[config.mk]
export PLATFORM = sky130hd
export DESIGN_NAME = mc_ctrl_flat
export DESIGN_NICKNAME = d
export VERILOG_FILES = /design/src/rtl/mc_ctrl_pkg.sv /design/src/rtl/mc_ctrl_if.sv /design/src/rtl/mc_decode.sv /design/src/rtl/mc_ctrl.sv /design/src/flat_wrapper.sv
export SDC_FILE = /design/constraint.sdc
export NUM_CORES = 1
export LEC_CHECK = 0
export ABC_CLOCK_PERIOD_IN_PS = 3700
export BUFFER_PORTS_ARGS = -buffer_cell sky130_fd_sc_hd__buf_2
export CAP_MARGIN = 20
export CELL_PAD_IN_SITES_DETAIL_PLACEMENT = 1
export CELL_PAD_IN_SITES_GLOBAL_PLACEMENT = 1
export CORE_UTILIZATION = 28
export CTS_CLUSTER_SIZE = 25
export DETAILED_ROUTE_END_ITERATION = 8
export PLACE_DENSITY_LB_ADDON = 0.1
export RECOVER_POWER = 50
export SLEW_MARGIN = 20
export SYNTH_ARGS = -nofsm -noshare
export SYNTH_HDL_FRONTEND = slang
export SYNTH_SLANG_ARGS = --single-unit
[constraint.sdc]
create_clock -name clk -period 3.7 [get_ports clk]
set_input_delay 0.555 -clock clk [delete_from_list [all_inputs] [get_ports clk]]
set_output_delay 0.555 -clock clk [all_outputs]
set_load 0.1 [all_outputs]
[src/rtl/mc_ctrl_pkg.sv]
// Shared encodings for the multi-cycle controller: FSM states, immediate formats, opcodes, PC/write-back selects.
// ST_TRAP exists only when MC_CTRL_ILLEGAL_TRAP_EN is defined.
package mc_ctrl_pkg;

    typedef enum logic [2:0] {
        ST_FETCH  = 3'd0,
        ST_DECODE = 3'd1,
        ST_EXEC   = 3'd2,
        ST_MEM    = 3'd3,
        ST_WB     = 3'd4
`ifdef MC_CTRL_ILLEGAL_TRAP_EN
        , ST_TRAP = 3'd5
`endif
    } state_e;

    localparam logic [2:0] IMM_NONE  = 3'd0;
    localparam logic [2:0] IMM_I     = 3'd1;
    localparam logic [2:0] IMM_SHAMT = 3'd2;
    localparam logic [2:0] IMM_U     = 3'd3;
    localparam logic [2:0] IMM_J     = 3'd4;
    localparam logic [2:0] IMM_B     = 3'd5;
    localparam logic [2:0] IMM_S     = 3'd6;

    localparam logic [6:0] OPC_LUI    = 7'b0110111;
    localparam logic [6:0] OPC_AUIPC  = 7'b0010111;
    localparam logic [6:0] OPC_JAL    = 7'b1101111;
    localparam logic [6:0] OPC_JALR   = 7'b1100111;
    localparam logic [6:0] OPC_BRANCH = 7'b1100011;
    localparam logic [6:0] OPC_LOAD   = 7'b0000011;
    localparam logic [6:0] OPC_STORE  = 7'b0100011;
    localparam logic [6:0] OPC_OP_IMM = 7'b0010011;
    localparam logic [6:0] OPC_OP     = 7'b0110011;

    localparam logic [1:0] PC_PLUS4 = 2'd0;
    localparam logic [1:0] PC_IMM   = 2'd1;
    localparam logic [1:0] PC_ALU   = 2'd2;

    localparam logic [1:0] WB_ALU = 2'd0;
    localparam logic [1:0] WB_MEM = 2'd1;
    localparam logic [1:0] WB_PC4 = 2'd2;
    localparam logic [1:0] WB_IMM = 2'd3;

    typedef enum logic [3:0] {
        CL_OP, CL_OPIMM, CL_LOAD, CL_STORE, CL_BRANCH,
        CL_JAL, CL_JALR, CL_LUI, CL_AUIPC, CL_ILLEGAL
    } iclass_e;

endpackage

[src/rtl/mc_ctrl_if.sv]
// Controller <-> datapath bundle: instruction/handshake inputs and the control strobes.
// master = controller side, slave = datapath/memory side.
interface mc_ctrl_if;
    logic [31:0] inst;
    logic        mem_ready;
    logic        br_cond;
    logic [2:0]  imm_mode;
    logic        ir_we;
    logic        pc_we;
    logic [1:0]  pc_src;
    logic        mem_req;
    logic        mem_we;
    logic        reg_we;
    logic [1:0]  wb_sel;
    logic        alu_src_b;
    logic [2:0]  state_o;
    logic        illegal;

    modport master (
        input  inst, mem_ready, br_cond,
        output imm_mode, ir_we, pc_we, pc_src, mem_req, mem_we,
               reg_we, wb_sel, alu_src_b, state_o, illegal
    );

    modport slave (
        output inst, mem_ready, br_cond,
        input  imm_mode, ir_we, pc_we, pc_src, mem_req, mem_we,
               reg_we, wb_sel, alu_src_b, state_o, illegal
    );
endinterface

[src/rtl/mc_decode.sv]
// Combinational opcode/funct3 -> instruction class and immediate format; zero latency.
// Unknown opcodes map to CL_ILLEGAL with IMM_NONE.
module mc_decode
    import mc_ctrl_pkg::*;
(
    input  logic [6:0] opcode_i,
    input  logic [2:0] funct3_i,
    output iclass_e    iclass_o,
    output logic [2:0] imm_mode_o
);
    always_comb begin
        iclass_o   = CL_ILLEGAL;
        imm_mode_o = IMM_NONE;
        case (opcode_i)
            OPC_OP:     begin iclass_o = CL_OP;     imm_mode_o = IMM_NONE; end
            OPC_OP_IMM: begin
                iclass_o   = CL_OPIMM;
                // shifts carry a shamt rather than a full I-type immediate
                imm_mode_o = (funct3_i == 3'b001 || funct3_i == 3'b101) ? IMM_SHAMT : IMM_I;
            end
            OPC_LOAD:   begin iclass_o = CL_LOAD;   imm_mode_o = IMM_I; end
            OPC_JALR:   begin iclass_o = CL_JALR;   imm_mode_o = IMM_I; end
            OPC_STORE:  begin iclass_o = CL_STORE;  imm_mode_o = IMM_S; end
            OPC_BRANCH: begin iclass_o = CL_BRANCH; imm_mode_o = IMM_B; end
            OPC_LUI:    begin iclass_o = CL_LUI;    imm_mode_o = IMM_U; end
            OPC_AUIPC:  begin iclass_o = CL_AUIPC;  imm_mode_o = IMM_U; end
            OPC_JAL:    begin iclass_o = CL_JAL;    imm_mode_o = IMM_J; end
            default:    begin iclass_o = CL_ILLEGAL; imm_mode_o = IMM_NONE; end
        endcase
    end
endmodule

[src/rtl/mc_ctrl.sv]
// Multi-cycle controller FSM: FETCH/DECODE/EXEC/MEM/WB, 3-5 cycles per instruction, stalls on mem_ready in FETCH/MEM.
// MC_CTRL_ILLEGAL_TRAP_EN: illegal opcodes lock into TRAP until reset; otherwise they execute as a NOP.
module mc_ctrl
    import mc_ctrl_pkg::*;
(
    input  logic      clk,
    input  logic      rst,
    mc_ctrl_if.master bus
);
    state_e     state_q, state_d;
    iclass_e    iclass_q, iclass_d, dec_iclass;
    logic [2:0] imm_mode_q, imm_mode_d, dec_imm;

    logic       ir_we, pc_we, mem_req, mem_we, reg_we, alu_src_b;
    logic [1:0] pc_src, wb_sel;
    logic       unused_inst;

    assign unused_inst = ^{bus.inst[31:15], bus.inst[11:7]};

    mc_decode u_decode (
        .opcode_i   (bus.inst[6:0]),
        .funct3_i   (bus.inst[14:12]),
        .iclass_o   (dec_iclass),
        .imm_mode_o (dec_imm)
    );

    always_ff @(posedge clk) begin
        if (rst) begin
            state_q    <= ST_FETCH;
            iclass_q   <= CL_ILLEGAL;
            imm_mode_q <= IMM_NONE;
        end else begin
            state_q    <= state_d;
            iclass_q   <= iclass_d;
            imm_mode_q <= imm_mode_d;
        end
    end

    always_comb begin
        state_d    = state_q;
        iclass_d   = iclass_q;
        imm_mode_d = imm_mode_q;
        ir_we      = 1'b0;
        pc_we      = 1'b0;
        pc_src     = PC_PLUS4;
        mem_req    = 1'b0;
        mem_we     = 1'b0;
        reg_we     = 1'b0;
        wb_sel     = WB_ALU;
        alu_src_b  = 1'b0;
        case (state_q)
            ST_FETCH: begin
                mem_req = 1'b1;
                if (bus.mem_ready) begin
                    ir_we   = 1'b1;
                    state_d = ST_DECODE;
                end
            end
            ST_DECODE: begin
                iclass_d   = dec_iclass;
                imm_mode_d = dec_imm;
                state_d    = ST_EXEC;
`ifdef MC_CTRL_ILLEGAL_TRAP_EN
                if (dec_iclass == CL_ILLEGAL) state_d = ST_TRAP;
`endif
            end
            ST_EXEC: begin
                case (iclass_q)
                    CL_BRANCH: begin
                        pc_we   = 1'b1;
                        pc_src  = bus.br_cond ? PC_IMM : PC_PLUS4;
                        state_d = ST_FETCH;
                    end
                    CL_JAL: begin
                        pc_we = 1'b1; pc_src = PC_IMM; reg_we = 1'b1; wb_sel = WB_PC4;
                        state_d = ST_FETCH;
                    end
                    CL_JALR: begin
                        pc_we = 1'b1; pc_src = PC_ALU; reg_we = 1'b1; wb_sel = WB_PC4;
                        alu_src_b = 1'b1;
                        state_d   = ST_FETCH;
                    end
                    CL_LUI: begin
                        reg_we = 1'b1; wb_sel = WB_IMM; pc_we = 1'b1; pc_src = PC_PLUS4;
                        state_d = ST_FETCH;
                    end
                    CL_AUIPC: begin
                        wb_sel  = WB_ALU;
                        state_d = ST_WB;
                    end
                    CL_OP:    state_d = ST_WB;
                    CL_OPIMM: begin alu_src_b = 1'b1; state_d = ST_WB;  end
                    CL_LOAD,
                    CL_STORE: begin alu_src_b = 1'b1; state_d = ST_MEM; end
                    default: begin
                        // illegal opcode without trapping: step over it
                        pc_we   = 1'b1;
                        pc_src  = PC_PLUS4;
                        state_d = ST_FETCH;
                    end
                endcase
            end
            ST_MEM: begin
                mem_req = 1'b1;
                mem_we  = (iclass_q == CL_STORE);
                if (bus.mem_ready) begin
                    if (iclass_q == CL_STORE) begin
                        pc_we   = 1'b1;
                        pc_src  = PC_PLUS4;
                        state_d = ST_FETCH;
                    end else begin
                        state_d = ST_WB;
                    end
                end
            end
            ST_WB: begin
                reg_we  = 1'b1;
                wb_sel  = (iclass_q == CL_LOAD) ? WB_MEM : WB_ALU;
                pc_we   = 1'b1;
                pc_src  = PC_PLUS4;
                state_d = ST_FETCH;
            end
`ifdef MC_CTRL_ILLEGAL_TRAP_EN
            ST_TRAP: state_d = ST_TRAP;
`endif
            default: state_d = ST_FETCH;
        endcase
        // reset wins over everything, including a memory access in flight
        if (rst) begin
            ir_we = 1'b0; pc_we = 1'b0; mem_req = 1'b0; mem_we = 1'b0;
            reg_we = 1'b0; alu_src_b = 1'b0; pc_src = PC_PLUS4; wb_sel = WB_ALU;
        end
    end

    assign bus.imm_mode  = imm_mode_q;
    assign bus.ir_we     = ir_we;
    assign bus.pc_we     = pc_we;
    assign bus.pc_src    = pc_src;
    assign bus.mem_req   = mem_req;
    assign bus.mem_we    = mem_we;
    assign bus.reg_we    = reg_we;
    assign bus.wb_sel    = wb_sel;
    assign bus.alu_src_b = alu_src_b;
    assign bus.state_o   = state_q;
`ifdef MC_CTRL_ILLEGAL_TRAP_EN
    assign bus.illegal   = (state_q == ST_TRAP);
`else
    assign bus.illegal   = 1'b0;
`endif
endmodule

[src/flat_wrapper.sv]
// flat-port wrapper written by rule: the top's interface ports become plain ports
module mc_ctrl_flat import mc_ctrl_pkg::*;
  (clk, rst, bus_inst, bus_mem_ready, bus_br_cond, bus_imm_mode, bus_ir_we, bus_pc_we, bus_pc_src, bus_mem_req, bus_mem_we, bus_reg_we, bus_wb_sel, bus_alu_src_b, bus_state_o, bus_illegal);
  mc_ctrl_if bus_i ();
  input  logic clk;
  input  logic rst;
  input wire logic [$bits(bus_i.inst)-1:0] bus_inst;
  input wire logic [$bits(bus_i.mem_ready)-1:0] bus_mem_ready;
  input wire logic [$bits(bus_i.br_cond)-1:0] bus_br_cond;
  output wire logic [$bits(bus_i.imm_mode)-1:0] bus_imm_mode;
  output wire logic [$bits(bus_i.ir_we)-1:0] bus_ir_we;
  output wire logic [$bits(bus_i.pc_we)-1:0] bus_pc_we;
  output wire logic [$bits(bus_i.pc_src)-1:0] bus_pc_src;
  output wire logic [$bits(bus_i.mem_req)-1:0] bus_mem_req;
  output wire logic [$bits(bus_i.mem_we)-1:0] bus_mem_we;
  output wire logic [$bits(bus_i.reg_we)-1:0] bus_reg_we;
  output wire logic [$bits(bus_i.wb_sel)-1:0] bus_wb_sel;
  output wire logic [$bits(bus_i.alu_src_b)-1:0] bus_alu_src_b;
  output wire logic [$bits(bus_i.state_o)-1:0] bus_state_o;
  output wire logic [$bits(bus_i.illegal)-1:0] bus_illegal;
  assign bus_i.inst = bus_inst;
  assign bus_i.mem_ready = bus_mem_ready;
  assign bus_i.br_cond = bus_br_cond;
  assign bus_imm_mode = bus_i.imm_mode;
  assign bus_ir_we = bus_i.ir_we;
  assign bus_pc_we = bus_i.pc_we;
  assign bus_pc_src = bus_i.pc_src;
  assign bus_mem_req = bus_i.mem_req;
  assign bus_mem_we = bus_i.mem_we;
  assign bus_reg_we = bus_i.reg_we;
  assign bus_wb_sel = bus_i.wb_sel;
  assign bus_alu_src_b = bus_i.alu_src_b;
  assign bus_state_o = bus_i.state_o;
  assign bus_illegal = bus_i.illegal;
  mc_ctrl u_core (.clk(clk), .rst(rst), .bus(bus_i));
endmodule
==> flow_summary.json <==
{
  "synth_area_per_cell_um2": 6.729,
  "drt_wl_total_mm": 2.374,
  "power.density_nw_per_um2": 305.2,
  "path_max_fanout": 10,
  "place_ws_ns": 1.053,
  "worst_pin_slew_ns": 1.164,
  "grt_setup_unrepaired": "no",
  "drtIter0Drc": 12,
  "holdBufCountCts": 0,
  "ys_warn_count": 0,
  "synth.net_count": 155,
  "drive_gt1_share_pct": 24.29,
  "crit_required_ns": 3.14,
  "die_h_um": 55.48,
  "cpMaxStageDelayCell": "buf_2",
  "tritoncts": "yes",
  "worstSetupStartpointType": "primary input",
  "synth-seq-cells": 10,
  "hold_viol_final": 0,
  "vdd_drop_max_mv": 0.2066,
  "htree_levels": 1,
  "clk_path_buf_depth": 2,
  "hp-class": "reg -> reg",
  "yosysMostFrequentCell": "nor2_1",
  "grt_usage_pct": 16.45,
  "grt_max_degree": 17,
  "postCtsSetupRepairBufs": 0,
  "synth_xor_area_share_pct": 2.188,
  "start_util_pct": 29.29,
  "die_w_um": 55.48,
  "vias_per_cell": 5.503,
  "hold_ws_ns": 0.4725,
  "yosys-top-cells-area": "dfxtp_1 (25%), nor2_1 (8.0%), o21ai_0 (6.3%)",
  "post_drt_wl_per_cell_um": 13.88,
  "fin_ws_ns": 0.9683,
  "antenna_found_initial": 0,
  "synth_top_area_cell": "dfxtp_1",
  "dieArea_um2": 3077,
  "ys_seq_area_share_pct": 25.00,
  "synth.area.mux_share_pct": 1.250,
  "gp_congestion": 0.7573,
  "vias": 941,
  "synth_edf_count": 0,
  "synth_top_family_by_area": "simple AND/OR/NAND/NOR gates",
  "cts-root-buf": "clkbuf_4",
  "synth_ff_type": "dfxtp_1",
  "reg2reg_setup_slack_ns": 1.87,
  "setup_viol": 0,
  "path_clk_slew_ns": 0.07,
  "fmax_mhz": 366.1,
  "status": "completed",
  "cap_violations": 0,
  "relSlewSlack_pct": 22.71,
  "grt_pass1_wl_mm": 4.015,
  "power.total_w": 0.0003048,
  "synth_adder_area_share_pct": 0,
  "endpoint_kind": "output port",
  "synth_common_cells": "nor2_1 (17), dfxtp_1 (10), nand2_1 (10), o21ai_0 (10)",
  "antennaDiodeCount": 0,
  "synth_cell_type_count": 37,
  "tns_ns": 0,
  "cpLargestDelayFamily": "simple AND/OR/NAND/NOR gates",
  "area_growth_syn_to_layout_pct": 24.69,
  "slew_viol_final": 0,
  "p_leak_nw": 0.4060,
  "cts_resized": 0,
  "overflow": 0,
  "crit_buf_inv": 2,
  "core_um2": 2734,
  "first_pass_iters": 3,
  "async_reset_ff_share_pct": 0,
  "clock_latency_ns": 0.27,
  "nets": 177,
  "worstPathArrival_ns": 2.18,
  "worst-setup-path-type": "in -> out",
  "syn_inst": 119,
  "num_rows": 19,
  "fin_crit_ns": 2.732,
  "cts_sinks": 10,
  "drc": 0,
  "finalCritPeriodShare_pct": 73.83,
  "cts_buffers": 3,
  "port_buffers": 28,
  "ant_nets": 0,
  "synth_simple_gate_area_share_pct": 35.94,
  "fin_worst_skew_ns": 0.003501,
  "ioPinCount": 53,
  "synth_compound_area_share_pct": 27.97,
  "syn_area_um2": 800.8,
  "synth_top_area_share_pct": 25.00,
  "cpPeakStageDelay_ns": 0.44,
  "path_cells": "clkbuf_1 -> nor2_1 -> nand4_1 -> nor3b_2 -> buf_2",
  "grt_pass1_vias": 917,
  "dp_hpwl_mm": 1.837
}
==> registers in the layout, indices dropped and copies added (netlist names) <==
| signal | count |
|---|---|
| u_core.bus.state_o | 3 |
| u_core.iclass_q | 4 |
| u_core.bus.imm_mode | 3 |
==> cell type report <==
type                            instances  area [µm²]
Multi-Input combinational cell         95       578.1
Inverter                                3       11.26
Fill cell                             359        1735
Clock buffer                            4       36.28
Timing Repair Buffer                   28       133.9
Sequential cell                        10       200.2
Tap cell                               31       38.79
==> metal layers <==
metal	share of wire, %	routed length, µm	GRT usage, %
met3	3.9	93	4.450
met2	45	1063	26.85
met5	0	0	0
met1	51	1201	21.40
met4	0.63	15	4.286
==> report_power, final <==
group	switching (W)	internal, W
Clock	0.0000403	0.0000597
Combinational	0.0000663	0.0000235
Sequential	0.00000524	0.000110
==> worst reg2reg max path, delay by kind of cell (launching register included) <==
kind             cells  cell delay (ns)
AND/OR/NAND/NOR      2             1.05
flip-flops           1             0.56
AO/OA/AOI/OAI        1             0.16
==> cell families (layout without fill, tap and decap cells) <==
group / after synthesis / count (layout)
buffers and inverters: 14 / 35
other: 1 / 1
XOR/XNOR: 2 / 2
AND/OR/NAND/NOR: 57 / 57
flip-flops: 10 / 10
multiplexers: 1 / 1
AO/OA/AOI/OAI: 34 / 34
==> layout by cell type (no fill, tap or decap), types with 2 or more instances in the layout <==
cell / instances
nor2_1: 17
clkbuf_1: 5
a31oi_1: 2
buf_2: 23
o21ai_0: 9
a32o_1: 2
nand2b_1: 2
nor4_2: 2
nand3_1: 2
clkbuf_4: 3
nand4_1: 2
a32oi_1: 2
nor3_2: 2
inv_1: 3
nor3_1: 6
a21oi_1: 9
and2b_1: 2
nor2b_1: 5
dfxtp_1: 10
nand2_1: 10
o2bb2ai_1: 2
==> metrics by stage <==
step / util, % / instances / instance area [µm²]
6_report: 36.52 / 171 / 998.5
5_1_grt: 36.52 / 171 / 998.5
4_1_cts: 36.75 / 171 / 1005
3_5_place_dp: 35.42 / 167 / 968.4
3_3_place_gp: 35.42 / 167 / 968.4
2_1_floorplan: - / 119 / 835.8
==> final timing paths <==
| kind | cells after the start | startpoint | to |
|---|---|---|---|
| worst max-delay path | 5 | rst | bus_pc_src[1] |
| worst min-delay path | 1 | u_core.bus.imm_mode[1] | u_core.bus.imm_mode[1] |
| worst max register to register | 3 | u_core.bus.state_o[0] | u_core.iclass_q[1] |
| worst min register to register | 1 | u_core.bus.imm_mode[1] | u_core.bus.imm_mode[1] |
Power figures use the tool's default switching activity.
